[src/rtl/mfcc_feat_stream.sv]
`default_nettype none
// mfcc_feat_stream: fetches one frame of liftered MFCCs from RAM, appends saturated
// frame-to-frame deltas and streams the words on a valid/ready port.  Rev 1.0
module mfcc_feat_stream #(
  parameter int DATA_W   = 26,
  parameter int NUM_COEF = 12,
  parameter int IDX_W    = 6,
  parameter int DELTA_EN = 1,
  parameter int VAD_GATE = 1
) (
  input  logic              clk,
  input  logic              rst_n,
  input  logic              frame_start,
  input  logic              vad_in,
  output logic [4:0]        rd_addr,
  input  logic [DATA_W-1:0] rd_data,
  output logic [DATA_W-1:0] x_o,
  output logic [IDX_W-1:0]  out_index,
  output logic              dv_out,
  input  logic              out_ready,
  output logic              busy,
  output logic              frame_done,
  output logic              overrun
);

  localparam int NTOT = NUM_COEF * ((DELTA_EN != 0) ? 2 : 1);
  localparam logic signed [DATA_W-1:0] SAT_MAX = {1'b0, {(DATA_W-1){1'b1}}};
  localparam logic signed [DATA_W-1:0] SAT_MIN = {1'b1, {(DATA_W-1){1'b0}}};

  typedef enum logic [1:0] {
    S_IDLE  = 2'd0,
    S_FETCH = 2'd1,
    S_EMIT  = 2'd2,
    S_DONE  = 2'd3
  } state_t;

  state_t                   state_q;
  logic                     vad_q;
  logic                     have_prev_q;
  logic [4:0]               fetch_cnt_q;
  logic [4:0]               rd_addr_q;
  logic [DATA_W-1:0]        x_q;
  logic [IDX_W-1:0]         idx_q;
  logic                     dv_q;
  logic                     busy_q;
  logic                     done_q;
  logic                     overrun_q;
  logic signed [DATA_W-1:0] cur_q  [NUM_COEF];
  logic signed [DATA_W-1:0] prev_q [NUM_COEF];
  logic signed [DATA_W-1:0] delta  [NUM_COEF];
  logic [IDX_W-1:0]         idx_d;
  logic [DATA_W-1:0]        x_d;

  // One extra bit of headroom makes the overflow test a simple sign-bit compare.
  for (genvar k = 0; k < NUM_COEF; k++) begin : g_delta
    logic signed [DATA_W:0] diff;
    assign diff = {cur_q[k][DATA_W-1], cur_q[k]} - {prev_q[k][DATA_W-1], prev_q[k]};
    assign delta[k] = !have_prev_q                      ? '0 :
                      (diff[DATA_W] != diff[DATA_W-1])  ? (diff[DATA_W] ? SAT_MIN : SAT_MAX) :
                                                          diff[DATA_W-1:0];
  end

  always_comb begin
    idx_d = idx_q + IDX_W'(1);
    x_d   = '0;
    for (int k = 0; k < NUM_COEF; k++) begin
      if (idx_d == IDX_W'(k)) x_d = cur_q[k];
      if ((DELTA_EN != 0) && (idx_d == IDX_W'(NUM_COEF + k))) x_d = delta[k];
    end
  end

  always_ff @(posedge clk or negedge rst_n) begin
    if (!rst_n) begin
      state_q     <= S_IDLE;
      vad_q       <= 1'b0;
      have_prev_q <= 1'b0;
      fetch_cnt_q <= '0;
      rd_addr_q   <= '0;
      x_q         <= '0;
      idx_q       <= '0;
      dv_q        <= 1'b0;
      busy_q      <= 1'b0;
      done_q      <= 1'b0;
      overrun_q   <= 1'b0;
      for (int k = 0; k < NUM_COEF; k++) begin
        cur_q[k]  <= '0;
        prev_q[k] <= '0;
      end
    end else begin
      done_q    <= 1'b0;
      overrun_q <= frame_start && (state_q != S_IDLE);
      case (state_q)
        S_IDLE: begin
          if (frame_start) begin
            vad_q       <= vad_in;
            fetch_cnt_q <= '0;
            rd_addr_q   <= '0;
            idx_q       <= '0;
            busy_q      <= 1'b1;
            state_q     <= S_FETCH;
          end
        end

        S_FETCH: begin
          // RAM data for address n arrives while the counter reads n+1.
          for (int k = 0; k < NUM_COEF; k++) begin
            if (fetch_cnt_q == 5'(k + 1)) cur_q[k] <= rd_data;
          end
          if (fetch_cnt_q == 5'(NUM_COEF)) begin
            fetch_cnt_q <= '0;
            rd_addr_q   <= '0;
            if ((VAD_GATE != 0) && !vad_q) begin
              done_q  <= 1'b1;
              state_q <= S_DONE;
            end else begin
              dv_q    <= 1'b1;
              idx_q   <= '0;
              x_q     <= cur_q[0];
              state_q <= S_EMIT;
            end
          end else begin
            fetch_cnt_q <= fetch_cnt_q + 5'd1;
            rd_addr_q   <= (fetch_cnt_q < 5'(NUM_COEF - 1)) ? fetch_cnt_q + 5'd1 : 5'd0;
          end
        end

        S_EMIT: begin
          if (dv_q && out_ready) begin
            if (idx_q == IDX_W'(NTOT - 1)) begin
              dv_q    <= 1'b0;
              x_q     <= '0;
              idx_q   <= '0;
              done_q  <= 1'b1;
              state_q <= S_DONE;
            end else begin
              x_q   <= x_d;
              idx_q <= idx_d;
            end
          end
        end

        S_DONE: begin
          // Gated frames still become the delta reference for the next frame.
          for (int k = 0; k < NUM_COEF; k++) prev_q[k] <= cur_q[k];
          have_prev_q <= 1'b1;
          busy_q      <= 1'b0;
          state_q     <= S_IDLE;
        end

        default: state_q <= S_IDLE;
      endcase
    end
  end

  assign rd_addr    = rd_addr_q;
  assign x_o        = x_q;
  assign out_index  = idx_q;
  assign dv_out     = dv_q;
  assign busy       = busy_q;
  assign frame_done = done_q;
  assign overrun    = overrun_q;

endmodule
`default_nettype wire

[config.mk]
export PLATFORM = sky130hd
export DESIGN_NAME = mfcc_feat_stream
export DESIGN_NICKNAME = d
export VERILOG_FILES = /design/src/rtl/mfcc_feat_stream.sv
export SDC_FILE = /design/constraint.sdc
export NUM_CORES = 2
export LEC_CHECK = 0
export BUFFER_PORTS_ARGS = -buffer_cell sky130_fd_sc_hd__buf_4
export CAP_MARGIN = 20
export CORE_UTILIZATION = 50
export DETAILED_ROUTE_END_ITERATION = 6
export GPL_TIMING_DRIVEN = 0
export PLACE_DENSITY = 0.76
export SYNTH_ARGS = -nofsm -noshare
export SYNTH_HDL_FRONTEND = slang
export SYNTH_SLANG_ARGS = --single-unit
[constraint.sdc]
create_clock -name clk -period 4.51 [get_ports clk]
set_input_delay 1.353 -clock clk [delete_from_list [all_inputs] [get_ports clk]]
set_output_delay 1.353 -clock clk [all_outputs]
set_load 0.03 [all_outputs]
-- Yosys cells after proc, flatten, opt, wreduce, memory -nomap -nowiden
Index checks and enable logic that the tools add are counted.
- mux-type cells: 95
- add/sub/neg operators: 14
- reductions and logical operators: 28
- $lt $le $gt $ge: 1
- equal/unequal tests: 56
- operator list (cell ; count):
    two-way mux 26 bit ; 64
    subtractor 26 x 26 -> 27 bit ; 12
    == test 6 x 5 -> 1 bit (second input constant) ; 9
    one-hot mux 26 bit (2 select lines) ; 1
    == test 6 x 4 -> 1 bit (second input constant) ; 8
    two-way mux 6 bit ; 5
    AND reduction 2 bit ; 15
    == test 5 x 4 -> 1 bit (second input constant) ; 5
    == test 6 x 3 -> 1 bit (second input constant) ; 4
    == test 5 x 3 -> 1 bit (second input constant) ; 4
    two-way mux 5 bit ; 4
    one-hot mux 5 bit (2 select lines) ; 2
    one-hot mux 6 bit (3 select lines) ; 1
    == test 6 x 2 -> 1 bit (second input constant) ; 2
    inequality test 1 bit ; 12
    == test 5 x 2 -> 1 bit (second input constant) ; 2
    two-way mux 1 bit ; 10
    inequality test 2 bit (second input constant) ; 5
    AND reduction 5 bit ; 2
    two-way mux 2 bit ; 4
    one-hot mux 2 bit (4 select lines) ; 1
    AND reduction 4 bit ; 2
    nonzero test 2 bit ; 4
    adder 6 x 1 -> 6 bit (second input constant) ; 1
    11 further kinds ; 15
- logic and storage cells: 229
- register bits: 674
- input port bits: 31
- output and inout port bits: 41

-- Longest topological paths before layout
- depth after elaboration: 30
- gate-level depth with buffers: 19
- depth with buffers taken out: 17

-- Least setup slack after synthesis
OpenSTA, ideal clock, no wires.
- kind: register to register
- start point: register cur_q[104] in the netlist's numbering
- end point: register x_q[24] (netlist: x_o[24])
- period minus slack after synthesis: 3.776 ns
- data required time: 4.378 ns
- slack: 0.734 ns
- arrival: 3.644 ns
- library setup time: 0.132 ns
- cell stages (with the launch flop): 18
- buffers on the path: 0
- cell sequence: dfrtp_1 -> inv_1 -> ha_1 -> inv_1 -> fa_1 -> a211oi_1 -> o211ai_1 -> a41oi_1 -> a211oi_1 -> nand2b_1 -> o31ai_1 -> nor2_1 -> o22a_1 -> o21ai_0 -> o2111ai_1 -> a211o_1 -> a2111oi_0 -> o31ai_1
- longest elaborated chain between the ends: 16
- elaborated cells on any way between the ends: 17
- classes of those cells: add/sub (1); eq/ne (1); mux (15)
- ends and longest elaborated chain (what ; line ; text):
    start: declaration ; 48 ; logic signed [DATA_W-1:0] cur_q [NUM_COEF];
    start signal: indexed assignment ; 107 ; if (fetch_cnt_q == 5'(k + 1)) cur_q[k] <= rd_data;
    subtractor 26 x 26 -> 27 bit (*) ; 57 ; assign diff = {cur_q[k][DATA_W-1], cur_q[k]} - {prev_q[k][DATA_W-1], prev_q[k]};
    two-way mux 26 bit or inequality test 1 bit (tied branches) ; 59 ; (diff[DATA_W] != diff[DATA_W-1]) ? (diff[DATA_W] ? SAT_MIN : SAT_MAX) :
    two-way mux 26 bit (*) ; 59 ;
    two-way mux 26 bit (*) ; 58 ; assign delta[k] = !have_prev_q ? '0 :
    two-way mux 26 bit (*) ; 68 ; if ((DELTA_EN != 0) && (idx_d == IDX_W'(NUM_COEF + k))) x_d = delta[k];
    two-way mux 26 bit (*) ; 67 ; if (idx_d == IDX_W'(k)) x_d = cur_q[k];
    two-way mux 26 bit (*) ; 68 ;
    two-way mux 26 bit (*) ; 67 ;
    two-way mux 26 bit (*) ; 68 ;
    two-way mux 26 bit (*) ; 67 ;
    two-way mux 26 bit (*) ; 68 ;
    two-way mux 26 bit (*) ; 67 ;
    two-way mux 26 bit (*) ; 68 ;
    two-way mux 26 bit (*) ; 129 ; if (idx_q == IDX_W'(NTOT - 1)) begin
    two-way mux 26 bit (*) ; 128 ; if (dv_q && out_ready) begin
    one-hot mux 26 bit (2 select lines) (*) ; 92 ; case (state_q)
    end signal: assignment ; 118 ; x_q <= cur_q[0];
    end: declaration ; 42 ; logic [DATA_W-1:0] x_q;
Every way passes the cells marked *; elsewhere a longest branch is shown, timed or not. The select of a mux whose other input is x is not followed.
A chain may end at the register's enable or synchronous reset.

-- Worst setup path in the final report
- start point: register cur_q[307] in the netlist's numbering
- end point: register x_q[5] (netlist: x_o[5])
- longest elaborated chain between the ends: 30
- elaborated cells on any way between the ends: 31
- classes of those cells: add/sub (1); eq/ne (1); mux (29)
- ends and longest elaborated chain (what ; line):
    subtractor 26 x 26 -> 27 bit (*) ; 57
    two-way mux 26 bit or inequality test 1 bit (tied branches) ; 59
    two-way mux 26 bit (*) ; 59
    two-way mux 26 bit (*) ; 58
    two-way mux 26 bit (*) ; 68
    two-way mux 26 bit (*) ; 67
    two-way mux 26 bit (*) ; 68
    two-way mux 26 bit (*) ; 67
    (+14 left out) ; --
    two-way mux 26 bit (*) ; 68
    two-way mux 26 bit (*) ; 67
    two-way mux 26 bit (*) ; 68
    two-way mux 26 bit (*) ; 67
    two-way mux 26 bit (*) ; 68
    two-way mux 26 bit (*) ; 129
    two-way mux 26 bit (*) ; 128
    one-hot mux 26 bit (2 select lines) (*) ; 92
Marked as above.

==> results.md <==
* H-tree depth at 3
* Final GP Congestion at between 1 and 1.5
* Syn Inst Count at 5,776
* Inserted Clock Buffers at 81
* Row cnt at 114
* Die width at between 300 and 400 um
* Number of synthesized register bits at about 670
* Synth area leaders: dfrtp_1, ha_1, mux2_2
* Clk slew on worst S/H paths at about 0.06 ns
* Max clock buf depth at 3
* Simple-Gate Fraction of Synth Area at 0.1364
* CTS tree: done
* Status: complete, but fails checks
* Global route overflow at 0
* Yosys cell types at between 100 and 150
* Largest net degree at the start of global routing at between 100 and 150
* Main combinational cell family by area after synthesis: compound AO/OA/AOI/OAI gates
* Die area at approximately 100,000 um^2
* CP Launch Type: flip-flop
* Tcrit/Tclk final at 1.022
* Final Max Slew Viols at 0
* Clock latency on the worst-skew pair at 0.70 ns
* Crit-path cells: ha_1 -> buf_2 -> a21oi_2 -> o21ai_1 -> a211o_1 -> a21oi_2 -> o211ai_1 -> buf_4 -> o311ai_4 -> buf_4 -> a21oi_1 -> a211oi_2 -> o311ai_2 -> a222oi_1 -> a21oi_4 -> a211oi_4 -> a21oi_1
* Synth Area in Compound Gates at 0.2607
* Clock sinks at 674
* Hold Startpoint: rd_addr[4]$_DFFE_PN0P_
* Initial antenna violation count at 20
* Antenna viol nets, final at 0
* IO Pins at 72
* Slew @ Worst Pin at 1.302 ns
* Die Y at 315.9 um
* Total GRT Usage at 0.4498
* Final std cells w/o fill at 7,413
* Initial Util at 0.5071
* WHS Path Cells at 1
* Fin nets at roughly 6,400
* Relative slew margins at 0.1230
* Share of the synthesized area in the top cell type at 0.3424
* FILL cells at ~8,700
* Worst setup EP type: flip-flop
* XOR/XNOR share of the synthesized area at 0.04460
* VDD IR max at 674.7 uV
* Via-to-Cell Ratio at 6.650
* RSZ-0062 raised after global routing: yes
* R2r startpoint: cur_q[307]$_DFFE_PN0P_
* Hold-fix buffers, CTS at 0
* Depth of the most critical reg-to-reg path at 17
* Mux contribution to synthesized area at 0.07658
* Cell leakage power at roughly 25 nW
* Drt drc at 16
* Vias in the first global route at ~46,000
* Post-Syn Area at between 40,000 and 50,000 um^2
* Worst setup path class: reg -> reg
* EDFF count, synth at 0
* Syn Nets at 6,144
* Share of layout cells above drive strength 1 at 0.1904
* Area Growth Syn to Fin at 17.93%
* Cell area power density at 846.6 nW/um^2
* Max Fclk at between 0.2 and 0.25 GHz
* Syn. warnings at 0
* MaxCap Viol Count at 0
* Post-Synth Adder-Cell Area at 0.08885
* Via count at approximately 49,000
* Fin Clk Skew at 0.03874 ns
* Register area at between 15,000 and 20,000 um^2
* Syn avg cell area at ~8.5 um^2
* Core ar. at 97,140 um^2
* Placed Cells at 7,143
* I/O Buffers at 71
* Crit path max-delay cell type: a222oi_1
* Worst setup startpoint: cur_q[307]$_DFFE_PN0P_
* Setup violators final at 12
* Failing checks: design-rule violations, negative setup slack
* First-pass GRT wire length at ~320,000 um
* WL per Instance at 31.05 um
* Sequential-to-total area share from yosys stat at 0.3424
* Async set-reset flop share out of synthesis at 1.000
* Hold crit path type: reg -> reg
* WP data required at ~5.1 ns
* Detailed Place HPWL at 176,400 um
* DRT iter0 DRCs at between 5,000 and 6,000
* Final WS setup at -0.09979 ns
* Synth area leader: dfrtp_1
* CTS root buf: clkbuf_16
* Placed cell area at approximately 52,000 um^2
* CP arrival at between 5 and 6 ns
* Final Hold Vio Count at 0
* Routed Wire Length at approximately 230,000 um
* Top_reg_cell synth: dfrtp_1
* Fin crit period at roughly 4.6 ns
* Critical path's largest stage delay at between 0.5 and 0.6 ns
* Fin area at 58,090 um^2
* CP max FO at 7
* Drt pass-1 iters at 7
* Multi-input logic area at 32,400 um^2
## report_power, final
group / leakage, nW / switching (W) / internal [W]
registers: 8.19 / 0.00176 / 0.00803
clock network: 1.34 / 0.00291 / 0.00404
logic: 15.0 / 0.0203 / 0.0122
## placed cells by master (no fill, tap or decap), types with 36 or more instances in the layout
cell type	instances
o21ai_0	678
mux2_2	326
nor3_1	82
clkbuf_1	185
a31oi_1	43
buf_4	195
dfrtp_1	648
clkbuf_16	85
o211ai_1	77
xor2_1	82
o21ai_1	54
nand2b_1	56
a21oi_1	382
nor2b_1	65
o22ai_1	36
nor2_1	289
xnor2_1	163
nand2_1	625
a211oi_1	36
nand3_1	73
inv_1	381
o21a_1	91
clkbuf_2	48
o221ai_1	38
a21o_1	116
ha_1	291
## synth_stat cells, types with 22 or more instances
| cell | n |
|---|---|
| nand4_1 | 34 |
| o21bai_1 | 27 |
| a21o_1 | 117 |
| dfrtp_1 | 674 |
| o22ai_1 | 36 |
| nand2_1 | 638 |
| xor2_1 | 84 |
| a211o_1 | 30 |
| o21ai_1 | 61 |
| o21ai_0 | 706 |
| nor3_1 | 95 |
| ha_1 | 325 |
| and3_1 | 37 |
| a211oi_1 | 68 |
| a31oi_1 | 55 |
| nor2b_1 | 67 |
| mux2_2 | 327 |
| nor4_1 | 22 |
| and2_1 | 31 |
| nand3_1 | 79 |
| o211ai_1 | 77 |
| nand2b_1 | 57 |
| clkbuf_1 | 240 |
| a21oi_1 | 427 |
| inv_1 | 386 |
| a221oi_1 | 27 |
| o21a_1 | 94 |
| o31ai_1 | 42 |
| or3_1 | 26 |
| o221ai_1 | 43 |
| xnor2_1 | 165 |
| nor2_1 | 310 |
## critical path: cells and delay by family, from the launching register on
family | cells | cell delay [ns]
adder cells (fa/ha/maj) | 1 | 0.29
buffers and inverters | 3 | 0.54
AO/OA/AOI/OAI | 13 | 3.18
flip-flops | 1 | 0.44
## repair_timing
| item | CTS | global route |
|---|---|---|
| endpoints found under the hold margin | 0 | 0 |
| resized for setup | 296 | 316 |
| buffers inserted | 37 | 82 |
| pin swaps | 57 | 94 |
| endpoints found under the setup margin | 26 | 26 |
| cloned | 0 | 0 |
## registers in the layout, summed over array words and instances, names as in the netlist
name         cells
x_o             26
vad_q            1
busy             1
frame_done       1
prev_q         312
cur_q          312
overrun          1
rd_addr          5
dv_out           1
state_q          2
out_index        6
fetch_cnt_q      5
have_prev_q      1
## path summary, 6_finish.rpt
check	to	slack (ns)
min	rd_addr[4]$_DFFE_PN0P_	0.48
max in group asynchronous	cur_q[269]$_DFFE_PN0P_	2.34
max reg2reg	x_o[5]$_DFFE_PN0P_	-0.1
min in group asynchronous	prev_q[102]$_DFFE_PN0P_	0.63
min reg2reg	rd_addr[4]$_DFFE_PN0P_	0.48
max	x_o[5]$_DFFE_PN0P_	-0.1
## cell families after synthesis
| kind of cell | Yosys count |
|---|---|
| AOI/OAI and AO/OA | 2048 |
| adders and majority gates | 344 |
| DFF | 674 |
| and+or+nand+nor | 1470 |
| xor gates and xnor gates | 250 |
| buffers and inverters | 654 |
| muxes | 336 |
## per-layer routing
layer  GRT usage  routed length [um]
met2      0.6677               96750
met3      0.1394               26480
met4      0.2753               17690
met5           0                 134
met1      0.5712               89120
## area by class of cell
type / count / area share
diodes: 12 / 0.0005169
plain buffers: 261 / 0.01971
clock buffers: 114 / 0.04125
clock inverters: 30 / 0.005729
inverters: 387 / 0.02501
multi-input cells: 4448 / 0.5578
flip-flops and latches: 674 / 0.2909
well taps: 1276 / 0.02748
repair buffers: 211 / 0.03164
## stage by stage
step	utilization	power (W)	hold slack [ns]	setup TNS [ns]	setup WS (ns)
2_1_floorplan	-	0.02747	0.4794	0	0.7340
3_3_place_gp	0.5290	0.03663	0.4711	-3806.43	-5.752
3_5_place_dp	0.5333	0.03699	0.4749	-27.85	-1.619
4_1_cts	0.5775	0.04580	0.4898	-0.01365	-0.01095
5_1_grt	0.5978	0.05138	0.5107	-0.5639	-0.09813
6_report	0.5981	0.04918	0.4838	-0.5810	-0.09979
Power figures use the tool's default switching activity.
